<file path="config.mk">
export PLATFORM = sky130hd
export DESIGN_NAME = spi_byte_engine_flat
export DESIGN_NICKNAME = d
export VERILOG_FILES = /design/src/rtl/xcrazy_pkg.sv /design/src/rtl/spi_byte_engine_if.sv /design/src/rtl/spi_byte_engine_halfdiv.sv /design/src/rtl/spi_byte_engine.sv /design/src/flat_wrapper.sv
export SDC_FILE = /design/constraint.sdc
export NUM_CORES = 1
export LEC_CHECK = 0
export ABC_AREA = 1
export CAP_MARGIN = 20
export CELL_PAD_IN_SITES_DETAIL_PLACEMENT = 1
export CELL_PAD_IN_SITES_GLOBAL_PLACEMENT = 2
export CORE_MARGIN = 2
export CORE_UTILIZATION = 33
export DETAILED_ROUTE_END_ITERATION = 8
export PLACE_DENSITY = 0.79
export SLEW_MARGIN = 10
export SYNTH_ARGS = -nofsm -noshare
export SYNTH_HDL_FRONTEND = slang
export SYNTH_SLANG_ARGS = --single-unit
</file>
<file path="constraint.sdc">
create_clock -name CLKx4 -period 2.9 [get_ports CLKx4]
set_clock_uncertainty 0.2 [all_clocks]
set_input_delay 0.29 -clock CLKx4 [delete_from_list [all_inputs] [get_ports CLKx4]]
set_output_delay 0.29 -clock CLKx4 [all_outputs]
set_load 0.01 [all_outputs]
</file>
<file path="src/rtl/xcrazy_pkg.sv">
// Shared definitions for the Gigatron extension CPLD SPI path.
// Contents:
//   spi_state_t   - byte engine FSM encoding (IDLE / LOW / HIGH)
//   MOSI_IDLE     - level MOSI rests at between transfers
//   CTRL_SPI_SEND - ctrl code the decoder matches to pulse `start`
//   is_spi_send() - helper for the decoder's ctrl-code match
package xcrazy_pkg;

  typedef enum logic [1:0] {
    ST_IDLE = 2'b00,
    ST_LOW  = 2'b01,
    ST_HIGH = 2'b10
  } spi_state_t;

  localparam logic       MOSI_IDLE     = 1'b1;
  localparam logic [7:0] CTRL_SPI_SEND = 8'hF0;

  function automatic logic is_spi_send(input logic [7:0] code);
    return code == CTRL_SPI_SEND;
  endfunction

endpackage

</file>
<file path="src/rtl/spi_byte_engine_if.sv">
// Command/readback bundle between the ctrl-code decoder / readback mux
// (master) and the SPI byte engine (slave).
//   start - request a transfer (engine honours it only while idle)
//   txd   - byte to send, captured with start
//   div   - SCK half-period minus one, captured with start
//   busy  - transfer in progress
//   done  - one-cycle completion pulse
//   rxd   - last received byte
interface spi_byte_engine_if #(
  parameter int DIVW = 4
);
  logic            start;
  logic [7:0]      txd;
  logic [DIVW-1:0] div;
  logic            busy;
  logic            done;
  logic [7:0]      rxd;

  modport master (output start, txd, div, input busy, done, rxd);
  modport slave  (input start, txd, div, output busy, done, rxd);
endinterface

</file>
<file path="src/rtl/spi_byte_engine_halfdiv.sv">
// SCK half-period counter for the SPI byte engine.
//   CLKx4  - clock
//   nRESET - asynchronous reset, active-low
//   load   - clear the count (transfer accepted)
//   en     - count this cycle (engine is in LOW or HIGH)
//   divr   - latched half-period minus one
//   tick   - current cycle is the last one of the half-period
module spi_halfdiv #(
  parameter int DIVW = 4
) (
  input  logic            CLKx4,
  input  logic            nRESET,
  input  logic            load,
  input  logic            en,
  input  logic [DIVW-1:0] divr,
  output logic            tick
);

  logic [DIVW-1:0] hcnt_reg;

  // Comparing against divr and restarting at 0 means the count never
  // passes divr, so no wrap handling is needed for any div value.
  assign tick = en && (hcnt_reg == divr);

  always_ff @(posedge CLKx4 or negedge nRESET) begin
    if (!nRESET) begin
      hcnt_reg <= '0;
    end else if (load) begin
      hcnt_reg <= '0;
    end else if (en) begin
      hcnt_reg <= tick ? '0 : hcnt_reg + DIVW'(1);
    end
  end

endmodule

</file>
<file path="src/rtl/spi_byte_engine.sv">
// SPI mode-0 byte shifter: one `start` sends txd MSB first on MOSI while
// capturing MISO; the received byte appears on rxd with a done pulse.
//   CLKx4  - 25 MHz clock, only clock
//   nRESET - asynchronous reset, active-low
//   bus    - command/readback bundle (start, txd, div, busy, done, rxd)
//   miso   - muxed MISO from the top level
//   MOSI   - serial data out (idles high)
//   SCK    - SPI clock, CPOL=0
module spi_byte_engine
  import xcrazy_pkg::*;
#(
  parameter int DIVW = 4
) (
  input  logic                    CLKx4,
  input  logic                    nRESET,
  spi_byte_engine_if.slave        bus,
  input  logic                    miso,
  output logic                    MOSI,
  output logic                    SCK
);

  spi_state_t      state_reg;
  logic [7:0]      shreg_reg;
  logic [DIVW-1:0] divr_reg;
  logic [2:0]      bitcnt_reg;
  logic            rbit_reg;
  logic            busy_reg;
  logic            done_reg;
  logic [7:0]      rxd_reg;

  logic accept;
  logic tick;

  assign accept = (state_reg == ST_IDLE) && bus.start;

  spi_halfdiv #(.DIVW(DIVW)) u_halfdiv (
    .CLKx4  (CLKx4),
    .nRESET (nRESET),
    .load   (accept),
    .en     (state_reg != ST_IDLE),
    .divr   (divr_reg),
    .tick   (tick)
  );

  always_ff @(posedge CLKx4 or negedge nRESET) begin
    if (!nRESET) begin
      state_reg  <= ST_IDLE;
      shreg_reg  <= 8'h00;
      divr_reg   <= '0;
      bitcnt_reg <= 3'd0;
      rbit_reg   <= 1'b0;
      busy_reg   <= 1'b0;
      done_reg   <= 1'b0;
      rxd_reg    <= 8'h00;
      SCK        <= 1'b0;
      MOSI       <= MOSI_IDLE;
    end else begin
      done_reg <= 1'b0;
      case (state_reg)
        ST_IDLE: begin
          if (bus.start) begin
            shreg_reg  <= bus.txd;
            divr_reg   <= bus.div;
            MOSI       <= bus.txd[7];
            bitcnt_reg <= 3'd0;
            busy_reg   <= 1'b1;
            state_reg  <= ST_LOW;
          end
        end
        ST_LOW: begin
          if (tick) begin
            // MISO is sampled on the same edge that raises SCK
            SCK       <= 1'b1;
            rbit_reg  <= miso;
            state_reg <= ST_HIGH;
          end
        end
        ST_HIGH: begin
          if (tick) begin
            SCK        <= 1'b0;
            shreg_reg  <= {shreg_reg[6:0], rbit_reg};
            bitcnt_reg <= bitcnt_reg + 3'd1;
            if (bitcnt_reg == 3'd7) begin
              rxd_reg   <= {shreg_reg[6:0], rbit_reg};
              done_reg  <= 1'b1;
              busy_reg  <= 1'b0;
              MOSI      <= MOSI_IDLE;
              state_reg <= ST_IDLE;
            end else begin
              // shreg[6] becomes the new MSB after this shift
              MOSI      <= shreg_reg[6];
              state_reg <= ST_LOW;
            end
          end
        end
        default: begin
          state_reg <= ST_IDLE;
        end
      endcase
    end
  end

  assign bus.busy = busy_reg;
  assign bus.done = done_reg;
  assign bus.rxd  = rxd_reg;

endmodule
</file>
<file path="src/flat_wrapper.sv">
// flat-port wrapper written by rule: the top's interface ports become plain ports
module spi_byte_engine_flat import xcrazy_pkg::*;
#(
  parameter int DIVW = 4
)
  (CLKx4, nRESET, miso, MOSI, SCK, bus_start, bus_txd, bus_div, bus_busy, bus_done, bus_rxd);
  spi_byte_engine_if #(.DIVW(DIVW)) bus_i ();
  input  logic CLKx4;
  input  logic nRESET;
  input  logic miso;
  output logic MOSI;
  output logic SCK;
  input wire logic [$bits(bus_i.start)-1:0] bus_start;
  input wire logic [$bits(bus_i.txd)-1:0] bus_txd;
  input wire logic [$bits(bus_i.div)-1:0] bus_div;
  output wire logic [$bits(bus_i.busy)-1:0] bus_busy;
  output wire logic [$bits(bus_i.done)-1:0] bus_done;
  output wire logic [$bits(bus_i.rxd)-1:0] bus_rxd;
  assign bus_i.start = bus_start;
  assign bus_i.txd = bus_txd;
  assign bus_i.div = bus_div;
  assign bus_busy = bus_i.busy;
  assign bus_done = bus_i.done;
  assign bus_rxd = bus_i.rxd;
  spi_byte_engine #(.DIVW(DIVW)) u_core (.CLKx4(CLKx4), .nRESET(nRESET), .bus(bus_i), .miso(miso), .MOSI(MOSI), .SCK(SCK));
endmodule
</file>
# After elaboration in Yosys (flattened, before gate mapping)
# Index checks and enable logic that the tools add are counted.
# W data, S select, Z words.
dict set report classes {
  eq_ne 8
  reduce_logical 14
  mux 28
  add_sub_neg 2
}
# op n
set op_table {}
lappend op_table {{$mux W7} 2}
lappend op_table {{$pmux W7 S2} 1}
lappend op_table {{$mux W1} 12}
lappend op_table {{$mux W4} 3}
lappend op_table {{$reduce_and A3 Y1} 4}
lappend op_table {{$reduce_bool A2 Y1} 4}
lappend op_table {{$mux W2} 3}
lappend op_table {{$mux W3} 2}
lappend op_table {{$ne A2 B2 Y1 const B} 3}
lappend op_table {{$pmux W1 S2} 3}
lappend op_table {{$pmux W2 S3} 1}
lappend op_table {{$pmux W3 S2} 1}
lappend op_table {{$add A4 B1 Y4 const B} 1}
lappend op_table {{$eq A4 B4 Y1} 1}
lappend op_table {{$reduce_and A2 Y1} 2}
lappend op_table {{$reduce_and A4 Y1} 1}
lappend op_table {{$add A3 B1 Y3 const B} 1}
lappend op_table {{$eq A3 B3 Y1 const B} 1}
lappend op_table {{$eq A2 B1 Y1 const B} 1}
lappend op_table {{$eq A2 B2 Y1 const B} 1}
lappend op_table {{$logic_and A1 B1 Y1} 2}
lappend op_table {{$logic_not A2 Y1} 1}
lappend op_table {{$ne A2 B1 Y1 const B} 1}
dict set report word_totals {
  in_bits 16
  ff_bits 33
  elab_cells 63
  out_inout_bits 12
}

# Longest topological paths before layout
dict set report logic_depth {
  depth_word 5
  ltp_mapped 8
  depth_no_buf 8
}

# Cells and area by module
# From an unflattened synthesis, not the netlist that was laid out.
dict set report unflattened {
  hier_cells 202
  hier_area_um2 1642.8
}
# module n_inst area_per_inst_um2 cells_per_inst seq_area_each_um2
set modules_own_cells {}
lappend modules_own_cells {spi_byte_engine 1 1330.0 151 726.9}
lappend modules_own_cells {spi_halfdiv 1 312.8 51 100.1}

# Worst setup path before layout
# OpenSTA, ideal clock, no wires.
dict set report synth_path {
  kind {register -> register}
  from {register u_core.bitcnt_reg[0]}
  to {register u_core.busy_reg, in the netlist u_core.bus.busy}
  setup_time_ns 0.121
  t_required_ns 2.579
  arrival_time_ns 1.238
  path_slack_ns 1.341
  path_stages_with_launch 9
  n_path_buf 1
  synth_period_minus_slack_ns 1.559
  path_cell_list {dfrtp_1 -> ha_1 -> ha_1 -> inv_1 -> nor2_1 -> nand3_4 -> buf_6 -> nand2_1 -> nand2_1}
}
dict set report synth_between {
  elab_chain_len 3
}
# element line
set synth_rtl {}
lappend synth_rtl {{from (decl)} spi_byte_engine.sv:25} ;# logic [2:0] bitcnt_reg;
lappend synth_rtl {{from (signal assigned)} spi_byte_engine.sv:82} ;# bitcnt_reg <= bitcnt_reg + 3'd1;
lappend synth_rtl {{$eq A3 B3 Y1} spi_byte_engine.sv:83} ;# if (bitcnt_reg == 3'd7) begin
lappend synth_rtl {{$ne A2 B1 Y1 (no line)} n/a}
lappend synth_rtl {{$reduce_and A4 Y1 (no line)} n/a}
lappend synth_rtl {{to (signal assigned)} spi_byte_engine.sv:52} ;# busy_reg <= 1'b0;
lappend synth_rtl {{to (signal assigned)} spi_byte_engine.sv:66} ;# busy_reg <= 1'b1;
lappend synth_rtl {{to (signal assigned)} spi_byte_engine.sv:86} ;# busy_reg <= 1'b0;
lappend synth_rtl {{to (decl)} spi_byte_engine.sv:27} ;# logic busy_reg;
# No other way between the ends.
# A chain may end at the register's enable or synchronous reset.

# Worst setup path in the final report
dict set report layout_path {
  from {register u_core.state_reg[0]}
  to {register u_core.shreg_reg[0]}
}
dict set report layout_between {
  elab_chain_len 4
  elab_cells_between_ends 9
  cone_classes {3 x eq/ne; 1 x mux; 5 x reduce/logical}
}
# element line
set layout_rtl {}
lappend layout_rtl {{from (decl)} spi_byte_engine.sv:22} ;# spi_state_t state_reg;
lappend layout_rtl {{from (signal assigned)} spi_byte_engine.sv:47} ;# state_reg <= ST_IDLE;
lappend layout_rtl {{from (signal assigned)} spi_byte_engine.sv:67} ;# state_reg <= ST_LOW;
lappend layout_rtl {{from (signal assigned)} spi_byte_engine.sv:75} ;# state_reg <= ST_HIGH;
lappend layout_rtl {{$reduce_bool A2 Y1} spi_byte_engine.sv:40} ;# .en (state_reg != ST_IDLE),
lappend layout_rtl {{$logic_and A1 B1 Y1} spi_byte_engine_halfdiv.sv:23} ;# assign tick = en && (hcnt_reg == divr);
lappend layout_rtl {{$ne A2 B2 Y1 (no line)} n/a}
lappend layout_rtl {{$reduce_and A3 Y1 (no line)} n/a}
lappend layout_rtl {{to (signal assigned)} spi_byte_engine.sv:62} ;# shreg_reg <= bus.txd;
lappend layout_rtl {{to (signal assigned)} spi_byte_engine.sv:81} ;# shreg_reg <= {shreg_reg[6:0], rbit_reg};
lappend layout_rtl {{to (decl)} spi_byte_engine.sv:23} ;# logic [7:0] shreg_reg;
# Several ways; a longest one is shown, not always the timed one.

==> flow_summary_export.csv <==
group,metric,value,unit
run_status,status,"finished clean",
pwr,seqPwrFrac,40.4,%
global_route,grt_max_degree,34,
route,ant_nets,0,
cells_and_area,nets,238,
clock_tree,clkLatencyLatePin,290,ps
clock_tree,cts.reportedPaths.clkPinSlew,70,ps
route,drc,0,
job,drv_cap,0,
global_route,track_usage,16.1,%
cells_and_area,instances_no_fill,274,
pwr,p_comb_share,32.8,%
logic_synthesis,yosysWarnings,0,
clock_tree,clock_path_buffers,2,
timing,fin_crit,1890,ps
cells_and_area,antenna-diode-count,0,
worst_setup_path,r2r_setup_slack,1010,ps
logic_synthesis,async_flop_share,100,%
cells_and_area,largest_register_ffs,8,
die,start_util,33.9,%
die,coreArea,4690,um^2
logic_synthesis,syn_area_per_cell,8.43,um^2
timing,slew_headroom,49.9,%
worst_setup_path,startpoint_type,"flip-flop",
die,die-area,5400,um^2
route,drt_iter0_markers,32,
global_route,grt_pass1_vias,1435,
cells_and_area,utilization,43.0,%
route,route.detailed.wl_per_inst,13.8,um
clock_tree,cts_tree,"done",
logic_synthesis,seq_area_frac_synth,51.9,%
die,die_x,73.5,um
clock_tree,cts_repair_resize_count,0,
pwr,vdd_drop_max,300,uV
route,wl,3.79,mm
timing,fin_tns_setup,0,ps
route,viasPerCell,4.78,
timing,setup_violations,0,
logic_synthesis,synth-edff-count,0,
die,dieHeight,73.5,um
route,drt_first_pass_iters,4,
place,io_buffers,27,
cells_and_area,layout_common_cells,"nand2_1, dfrtp_1, clkdlybuf4s50_1",
worst_setup_path,crit_type,"flip-flop to flip-flop",
clock_tree,numCtsBuffers,5,
cells_and_area,drive_gt1_share,11.4,%
pwr,swShare,37.1,%
pwr,p_switching,640,uW
logic_synthesis,ys.flop_type,"dfrtp_1",
die,rows,25,
worst_setup_path,endpoint_kind,"flip-flop",
logic_synthesis,synth_area,1590,um^2
timing,worst_pin_slew,750,ps
clock_tree,clockRootBuffer,"clkbuf_8",
timing,timing.fmax,528,MHz
clock_tree,postCtsHoldBufs,0,
logic_synthesis,syn_nets,208,
cells_and_area,stdcell_area,2020,um^2
cells_and_area,area_growth,26.7,%
global_route,grt_overflow_total,0,
logic_synthesis,synth_cell_types,20,
worst_setup_path,worstPathRequired,2930,ps
route,vias,1309,
timing,hold_violations,0,
global_route,grt_pass1_wl,6.52,mm
logic_synthesis,synth-seq-cells,33,
clock_tree,cts_htree_levels,2,
pwr,p_leak,0.00104,uW
timing,finalMaxSlewViolations,0,
timing,rsz0062_at_grt,"no",
clock_tree,cts_sinks,33,
worst_hold_path,hold_class,"input pin to async pin",
cells_and_area,layout_commonest_cell,"nand2_1",
clock_tree,cts_setup_buffers,0,
place,post-dp-hpwl,2.67,mm
worst_setup_path,path_max_fanout,19,
pwr,pwr_density_cell,854,nW/um^2
worst_setup_path,crit_arrival,1930,ps
logic_synthesis,synth_cells,189,
place,dp.cells,266,
place,gp_congestion,0.760,
die,design.portCount,28,
global_route,grt_antenna_before_repair,0,
pwr,internal_power,1080,uW
pwr,p_clk_share,26.8,%
timing,fin_crit_sh,65.3,%
place,placed_area,1900,um^2
==> critical path: stages (launching register included) <==
cell,delay [ps]
dfrtp_1,380
inv_1,80
nand2_2,200
inv_1,230
nand3_2,300
nand2_2,280
nand2_1,90
nand2_1,60
==> Yosys cell counts, types with 2 or more instances <==
| cell type | count | area, um^2 |
|---|---|---|
| inv_1 | 21 | 78.8 |
| ha_1 | 3 | 37.5 |
| o21ai_2 | 8 | 70.1 |
| dfrtp_1 | 32 | 801 |
| nand3_2 | 2 | 20.0 |
| nor2_1 | 12 | 45.0 |
| nand2_1 | 65 | 244 |
| buf_6 | 2 | 22.5 |
| nand2_2 | 2 | 12.5 |
| nand3_1 | 16 | 80.1 |
| buf_2 | 2 | 10.0 |
| nor2_4 | 2 | 22.5 |
| o21ai_0 | 10 | 50.1 |
| a21oi_1 | 6 | 30.0 |
==> power by group through the flow <==
stage | combinational, uW | sequential, uW | clock [uW]
after floorplan | 417 | 683 | 0
after global placement | 543 | 697 | 0
after detailed placement | 574 | 708 | 0
after CTS | 579 | 699 | 467
after global routing | 661 | 719 | 487
final | 565 | 697 | 462
==> stage by stage <==
step	hold WS, ps	setup slack [ps]	total power, uW
2_1_floorplan	-206	1340	1100
3_3_place_gp	263	886	1240
3_5_place_dp	272	817	1280
4_1_cts	225	986	1750
5_1_grt	241	796	1870
6_report	200	1010	1720
==> kinds of logic (layout without fill, tap and decap cells) <==
family	after synthesis	count (layout)	synth area share, %
adders and majority gates	3	3	2.36
DFF	33	33	51.9
buffers and inverters	27	58	7.46
AOI/OAI and AO/OA	24	24	9.43
xor gates and xnor gates	2	2	1.10
and+or+nand+nor	100	100	27.7
==> per-layer routing <==
layer / part of all wire (%) / vias to the layer above / GRT usage (%) / routed length [um]
li1: - / 649 / - / -
met1: 48 / 631 / 20.4 / 1810
met2: 47 / 22 / 26.0 / 1770
met3: 3.5 / 7 / 3.16 / 131
met4: 2.1 / 0 / 7.88 / 80
met5: 0 / - / 0 / 0
==> worst paths after layout <==
path	from	endpoint	cells past startpoint
worst max-delay path	u_core.state_reg[0]$_DFFE_PN0P_	u_core.shreg_reg[0]$_DFFE_PN0P_	7
worst min register to register	u_core.SCK$_DFFE_PN0P_	u_core.SCK$_DFFE_PN0P_	2
worst max register to register	u_core.state_reg[0]$_DFFE_PN0P_	u_core.shreg_reg[0]$_DFFE_PN0P_	7
max in group asynchronous	nRESET	u_core.MOSI$_DFFE_PN1P_	2
worst min-delay path	nRESET	u_core.u_halfdiv.hcnt_reg[3]$_DFFE_PN0P_	2
min in group CLKx4	u_core.SCK$_DFFE_PN0P_	u_core.SCK$_DFFE_PN0P_	2
==> layout make-up <==
| cell class | instances | area, um^2 |
|---|---|---|
| clock inverters | 1 | 30.0 |
| fillers | 555 | 2670 |
| repair buffers | 28 | 278 |
| inverters | 22 | 82.6 |
| clock buffers | 7 | 86.3 |
| multi-input cells | 129 | 647 |
| flip-flops and latches | 33 | 827 |
| well taps | 54 | 67.6 |
(Power assumes the default switching activity.)
